## config.mk

```make
export PLATFORM = sky130hd
export DESIGN_NAME = hazard_scoreboard
export DESIGN_NICKNAME = d
export VERILOG_FILES = /design/src/rtl/hazard_scoreboard.sv
export SDC_FILE = /design/constraint.sdc
export NUM_CORES = 1
export LEC_CHECK = 0
export BUFFER_PORTS_ARGS = -buffer_cell sky130_fd_sc_hd__buf_2
export CAP_MARGIN = 20
export CELL_PAD_IN_SITES_DETAIL_PLACEMENT = 0
export CELL_PAD_IN_SITES_GLOBAL_PLACEMENT = 1
export CORE_ASPECT_RATIO = 1.4
export CORE_MARGIN = 5
export CORE_UTILIZATION = 41
export CTS_CLUSTER_SIZE = 10
export DETAILED_ROUTE_END_ITERATION = 6
export PLACE_DENSITY_LB_ADDON = 0.2
export SYNTH_ARGS = -nofsm -noshare
export SYNTH_HDL_FRONTEND = slang
export SYNTH_SLANG_ARGS = --single-unit
```

## constraint.sdc

```tcl
create_clock -name i_clk -period 2.9 [get_ports i_clk]
set_input_delay 0.725 -clock i_clk [delete_from_list [all_inputs] [get_ports i_clk]]
set_output_delay 0.725 -clock i_clk [all_outputs]
set_load 0.1 [all_outputs]
```

## src/rtl/hazard_scoreboard.sv

```systemverilog
// ---------------------------------------------------------------------------
// hazard_scoreboard
//
// Hazard detection unit that sits beside the ID stage of the RV32 pipeline.
// In-flight loads are tracked in a small scoreboard. Each entry holds the
// load's destination register and a countdown of the cycles left until the
// load result can be used. The unit raises these signals:
//   - stall on load-use hazards (an ID source matches a pending load rd)
//   - stall on structural hazards (a load in ID while the scoreboard is full)
//   - a multi-cycle front-end flush after a taken branch
//
// Optional feature (compile-time macro HDU_STORE_BYPASS_EN):
//   When the macro is defined, a store is not stalled by an rs2 hazard if
//   every matching entry completes this cycle (its countdown equals 1). The
//   datapath forwards that store data MEM->MEM. Hazards on rs1, the address
//   source, still stall. When the macro is undefined, stores stall like any
//   other consumer.
//
// Parameters:
//   REG_AW       register address width (2**REG_AW architectural registers)
//   LOAD_LAT     cycles after issue during which a load result is unavailable
//                (1..7)
//   MAX_PEND     number of scoreboard entries
//   FLUSH_CYCLES cycles that flush stays high after a taken branch (1..7)
//
// Ports:
//   i_clk           clock, rising edge
//   i_rst           synchronous reset, active-high
//   i_id_valid      ID holds a valid instruction
//   i_id_opcode     opcode of the ID instruction
//   i_id_rs1        source register 1 of the ID instruction
//   i_id_rs2        source register 2 of the ID instruction
//   i_id_rd         destination register of the ID instruction
//   i_id_reg_write  the ID instruction writes rd
//   i_branch_taken  EX resolved a taken branch or jump this cycle
//   o_stall         hold PC and IF/ID, and inject a bubble into ID/EX
//   o_flush         kill the contents of IF/ID
//   o_pend_count    number of valid scoreboard entries
//
// Handshake: an ID instruction issues in a cycle where i_id_valid=1,
// o_stall=0 and o_flush=0. Only issued loads allocate an entry.
// ---------------------------------------------------------------------------
module hazard_scoreboard #(
    parameter int REG_AW       = 5,
    parameter int LOAD_LAT     = 1,
    parameter int MAX_PEND     = 4,
    parameter int FLUSH_CYCLES = 2,
    localparam int CNT_W       = $clog2(MAX_PEND + 1)
) (
    input  logic              i_clk,
    input  logic              i_rst,
    input  logic              i_id_valid,
    input  logic [6:0]        i_id_opcode,
    input  logic [REG_AW-1:0] i_id_rs1,
    input  logic [REG_AW-1:0] i_id_rs2,
    input  logic [REG_AW-1:0] i_id_rd,
    input  logic              i_id_reg_write,
    input  logic              i_branch_taken,
    output logic              o_stall,
    output logic              o_flush,
    output logic [CNT_W-1:0]  o_pend_count
);

    localparam logic [6:0] OP_LOAD  = 7'b0000011;
    localparam logic [6:0] OP_STORE = 7'b0100011;
    localparam logic [6:0] OP_R     = 7'b0110011;
    localparam logic [6:0] OP_BR    = 7'b1100011;
    localparam logic [6:0] OP_LUI   = 7'b0110111;
    localparam logic [6:0] OP_AUIPC = 7'b0010111;
    localparam logic [6:0] OP_JAL   = 7'b1101111;

    // Scoreboard state
    logic [MAX_PEND-1:0] r_valid;
    logic [REG_AW-1:0]   r_rd  [MAX_PEND];
    logic [2:0]          r_cnt [MAX_PEND];
    logic [2:0]          r_flush_cnt;

    // Decode of the ID instruction
    logic w_is_load;
    logic w_is_store;
    logic w_rs1_used;
    logic w_rs2_used;

    assign w_is_load  = (i_id_opcode == OP_LOAD);
    assign w_is_store = (i_id_opcode == OP_STORE);
    assign w_rs1_used = (i_id_opcode != OP_LUI) && (i_id_opcode != OP_AUIPC) &&
                        (i_id_opcode != OP_JAL);
    assign w_rs2_used = (i_id_opcode == OP_R) || w_is_store || (i_id_opcode == OP_BR);

    // Scoreboard lookup, occupancy and free-slot selection
    logic                w_match_rs1;
    logic                w_match_rs2;
    logic                w_full;
    logic                w_found;
    logic [MAX_PEND-1:0] w_alloc_oh;
    logic [CNT_W-1:0]    w_pend;
`ifdef HDU_STORE_BYPASS_EN
    logic                w_rs2_late;
`endif

    always_comb begin
        w_match_rs1 = 1'b0;
        w_match_rs2 = 1'b0;
        w_full      = 1'b1;
        w_found     = 1'b0;
        w_alloc_oh  = '0;
        w_pend      = '0;
`ifdef HDU_STORE_BYPASS_EN
        w_rs2_late  = 1'b0;
`endif
        for (int i = 0; i < MAX_PEND; i++) begin
            if (r_valid[i]) begin
                w_pend = w_pend + CNT_W'(1);
                if (r_rd[i] == i_id_rs1) begin
                    w_match_rs1 = 1'b1;
                end
                if (r_rd[i] == i_id_rs2) begin
                    w_match_rs2 = 1'b1;
`ifdef HDU_STORE_BYPASS_EN
                    // This matching load does not complete this cycle, so
                    // its data cannot be forwarded MEM->MEM.
                    if (r_cnt[i] != 3'd1) begin
                        w_rs2_late = 1'b1;
                    end
`endif
                end
            end else begin
                w_full = 1'b0;
                // Select the lowest free slot. Slots freed at this edge
                // are not visible here, so they are reused from the next
                // cycle.
                if (!w_found) begin
                    w_alloc_oh[i] = 1'b1;
                    w_found       = 1'b1;
                end
            end
        end
    end

    // Hazard evaluation
    logic w_rs1_hz;
    logic w_rs2_hz;
    logic w_data_hz;
    logic w_struct_hz;
    logic w_issue;
    logic w_alloc;

    assign w_rs1_hz = w_rs1_used && (i_id_rs1 != '0) && w_match_rs1;

`ifdef HDU_STORE_BYPASS_EN
    assign w_rs2_hz = w_rs2_used && (i_id_rs2 != '0) && w_match_rs2 &&
                      !(w_is_store && !w_rs2_late);
`else
    assign w_rs2_hz = w_rs2_used && (i_id_rs2 != '0) && w_match_rs2;
`endif

    assign w_data_hz   = i_id_valid && (w_rs1_hz || w_rs2_hz);
    // Full is taken at cycle start. A same-cycle free does not clear the
    // hazard, which keeps this path short.
    assign w_struct_hz = i_id_valid && w_is_load && w_full;

    // Flush has priority over stall because the ID instruction is being
    // killed anyway. Both outputs are forced low while reset is held.
    assign o_flush = !i_rst && (i_branch_taken || (r_flush_cnt != 3'd0));
    assign o_stall = !i_rst && (w_data_hz || w_struct_hz) && !o_flush;

    assign w_issue = i_id_valid && !o_stall && !o_flush;
    assign w_alloc = w_issue && w_is_load && i_id_reg_write && (i_id_rd != '0);

    assign o_pend_count = w_pend;

    // State update
    always_ff @(posedge i_clk) begin
        if (i_rst) begin
            r_valid     <= '0;
            r_flush_cnt <= 3'd0;
            for (int i = 0; i < MAX_PEND; i++) begin
                r_rd[i]  <= '0;
                r_cnt[i] <= 3'd0;
            end
        end else begin
            for (int i = 0; i < MAX_PEND; i++) begin
                if (w_alloc && w_alloc_oh[i]) begin
                    r_valid[i] <= 1'b1;
                    r_rd[i]    <= i_id_rd;
                    r_cnt[i]   <= 3'(LOAD_LAT);
                end else if (r_valid[i]) begin
                    // The final cycle of the countdown frees the entry.
                    if (r_cnt[i] == 3'd1) begin
                        r_valid[i] <= 1'b0;
                    end
                    r_cnt[i] <= r_cnt[i] - 3'd1;
                end
            end

            if (i_branch_taken) begin
                r_flush_cnt <= 3'(FLUSH_CYCLES - 1);
            end else if (r_flush_cnt != 3'd0) begin
                r_flush_cnt <= r_flush_cnt - 3'd1;
            end
        end
    end

endmodule

```

==> out/results.tsv <==
stage	metric	value	unit
finish	fillers	601	
die	die_area	8400	um2
die	die_w	78.9	um
setup_path	max_stage_delay	0.50	ns
setup_path	cp-end-kind	primary output	
die	fp.coreArea	6530	um2
timing	period_share	103	%
place	place.gp.congestion	0.858	
run	max_cap_viol_count	0	
hold_path	min_to	r_flush_cnt[1]	
setup_path	crit_path_cell_trace	buf_6 -> buf_6 -> xnor2_1 -> nand4_1 -> nor3_2 -> or4_4 -> a22oi_4 -> nand2_8 -> buf_12	
logic_synthesis	synth_largest_area_cell	edfxtp_1	
finish	nets	360	
logic_synthesis	yosysTopAreaCellShare	35.3	%
die	io_pins	32	
routing	drc	0	
logic_synthesis	synth_seq_area_share	40.4	%
finish	drive_gt1_share	31.7	%
timing	max_slew_margin	67.8	%
global_routing	grt_pass1_vias	2088	
clocking	numCtsBuffers	5	
logic_synthesis	yosysMostFrequentCell	edfxtp_1	
clocking	cts.htree.levels	2	
setup_path	regToRegEndpoint	r_rd[2][0]	
place	place_hpwl	5160	um
global_routing	grtUsageMet3	2.54	%
global_routing	track_usage	16.2	%
logic_synthesis	synth.area.top_cells	edfxtp_1, xnor2_1, xor2_1	
logic_synthesis	synth-async-reset-ratio	0	%
outcome	violations	setup timing	
setup_path	r2r_setup_slack	0.30	ns
hold_path	min-delay-start	r_flush_cnt[1]	
timing	layout_setup_ws	-0.0966	ns
setup_path	cp_data_required_time	2.17	ns
power_and_ir_drop	power_density	380	nW/um2
setup_path	worstRegToRegCells	8	
place	port_buffers	31	
finish	seqCellArea	1100	um2
global_routing	grt_max_degree	25	
routing	via_count	1990	
timing	fin_worst_skew	0.0115	ns
timing	setup_viol	1	
timing	fin_crit	3.00	ns
setup_path	crit_family	simple AND/OR/NAND/NOR gates	
clocking	path_clk_slew	0.08	ns
routing	routed_wl	6310	um
logic_synthesis	syn_inst	271	
die	die_h	106	um
logic_synthesis	ys_ff_latch	39	
finish	instances_no_fill	393	
global_routing	gr-usage-met2	30.9	%
routing	drtPass1Iterations	4	
die	initial_core_util	41.8	%
finish	syn_to_final_growth	25.0	%
setup_path	path_max_fanout	3	
logic_synthesis	synth_area_per_cell	10.1	um2
timing	rsz0062_at_grt	yes	
logic_synthesis	syn_nets	313	
power_and_ir_drop	leakagePower	1.36	nW
logic_synthesis	synth_area	2730	um2
setup_path	slowest_stage	or4_4	
setup_path	path_class	input port to primary output	
setup_path	start_kind	input port	
clocking	clock_latency	0.30	ns
global_routing	overflow	0	
die	num_rows	35	
timing	worst_slew_pin_slew	0.487	ns
power_and_ir_drop	ir_drop	0.000350	V
finish	multi_input_area	1540	um2
finish	diodes	0	
place	pre_cts_slack	-0.271	ns
routing	viasPerCell	5.06	
routing	wl_per_cell	16.0	um
clocking	root_buffer	clkbuf_8	
power_and_ir_drop	p_total	1.30	mW
logic_synthesis	yosysWarningCount	0	
clocking	cts_tree	done	
hold_path	hp-class	register to register	
setup_path	crit_path_frequent_cell	buf_6	
logic_synthesis	synth_edf_count	32	
clocking	hold_buffers	0	
timing	slew_violations	0	
timing	holdWs	0.503	ns
routing	drt-initial-drc-count	77	
outcome	outcome	finished, violations left	
timing	timing.fmax	334	MHz
global_routing	use_met1	17.4	%
timing	finalHoldViolCount	0	
logic_synthesis	ys.flop_type	edfxtp_1	
routing	ant_nets	0	
setup_path	reg2reg_from	r_rd[2][0]	
global_routing	antenna_found_initial	0	
logic_synthesis	yosysUniqueCellTypes	41	
setup_path	cp.buffers_inverters	3	
setup_path	arrival	2.27	ns
hold_path	min_path_cells	2	
place	dp.cells	382	
clocking	cts_sinks	39	
global_routing	busiest_layer	met2	
global_routing	grt_pass1_wl	10300	um
logic_synthesis	synth_common_cells	edfxtp_1, xnor2_1, xor2_1	
clocking	cts.path.max_buffers	2	
## cell families after synthesis
family	count (synthesis)	synth area share, %
AND/OR/NAND/NOR	114	25.2
XOR/XNOR	48	15.4
adder cells (fa/ha/maj)	15	6.89
flip-flops	39	40.4
AO/OA/AOI/OAI	16	4.18
buffers and inverters	36	6.79
multiplexers	3	1.15
## state kept, by name (all words and copies together), names as in the netlist
signal,cells
r_valid,4
r_rd,20
r_cnt,12
r_flush_cnt,3
## per-layer routing
layer  routed length (um)  part of all wire [%]
met1                 2410                    38
met2                 3590                    57
met3                  133                   2.1
met4                  168                   2.7
met5                    0                     0
## worst max-delay path by stage
stage | startpoint | to | slack, ns | cells after the start
6_report | i_id_rs1[3] | o_stall | -0.1 | 9
5_1_grt | i_id_rs1[1] | o_stall | -0.16 | 9
4_1_cts | i_id_rs1[2] | o_stall | -0.11 | 9
3_5_place_dp | i_id_rs1[4] | o_stall | -0.27 | 8
3_3_place_gp | i_id_rs1[0] | o_stall | -0.31 | 8
2_1_floorplan | r_valid[0] | o_pend_count[2] | -0.05 | 6
## tightest hold or removal path, stage by stage (launching register included)
cell and delay (ns):
dfxtp_1 0.31, nor2_1 0.09, a2111oi_0 0.06
## cell usage in the layout, fill, tap and decap left out, types with 2 or more instances in the layout
cell type / Yosys / routed
nor4_1: 4 / 4
dfxtp_1: 7 / 6
xor2_2: 0 / 8
nor3_2: 13 / 14
o21ai_0: 3 / 3
nor3_1: 19 / 18
xor2_1: 23 / 15
buf_6: 2 / 10
buf_12: 0 / 5
nand2_1: 12 / 11
a21oi_1: 3 / 3
clkbuf_8: 0 / 5
nand2b_1: 14 / 14
nor2b_1: 3 / 3
o22ai_1: 4 / 4
nand3_1: 8 / 8
xnor2_1: 25 / 24
mux2i_1: 2 / 2
nor4b_1: 2 / 2
buf_4: 9 / 22
nor2_1: 19 / 18
or2_2: 2 / 2
or4_4: 1 / 2
edfxtp_1: 32 / 32
and3_1: 5 / 5
buf_2: 1 / 18
ha_1: 15 / 15
inv_1: 19 / 19
nand4_1: 5 / 5
## area by class of cell
class,count,area share (%)
Tap cell,74,2.72
Timing Repair Buffer,57,14.4
Inverter,19,2.09
Multi-Input combinational cell,196,45.1
Clock buffer,5,2.02
Sequential cell,39,32.4
Clock inverter,3,1.29
## per-stage QoR
step	setup TNS (ns)	util [%]	instance area, um2
4_1_cts	-0.108	51.4	3350
6_report	-0.0966	52.2	3410
3_5_place_dp	-2.83	47.9	3130
2_1_floorplan	-0.0875	-	2800
3_3_place_gp	-4.48	47.9	3130
5_1_grt	-0.171	52.2	3410
## report_power, final
part           total [mW]  switching [mW]  internal [mW]  leakage (nW)
Combinational       0.205           0.108         0.0965         0.910
Sequential          0.638          0.0156          0.622         0.390
Clock               0.453           0.197          0.256        0.0581
Total                1.30           0.321          0.975          1.36
## what timing repair did
item	4_1_cts	5_1_grt
pin swaps	10	7
gates resized for setup	25	10
buffers inserted	3	0
endpoints found under the setup margin	2	4
(Power assumes the default switching activity.)
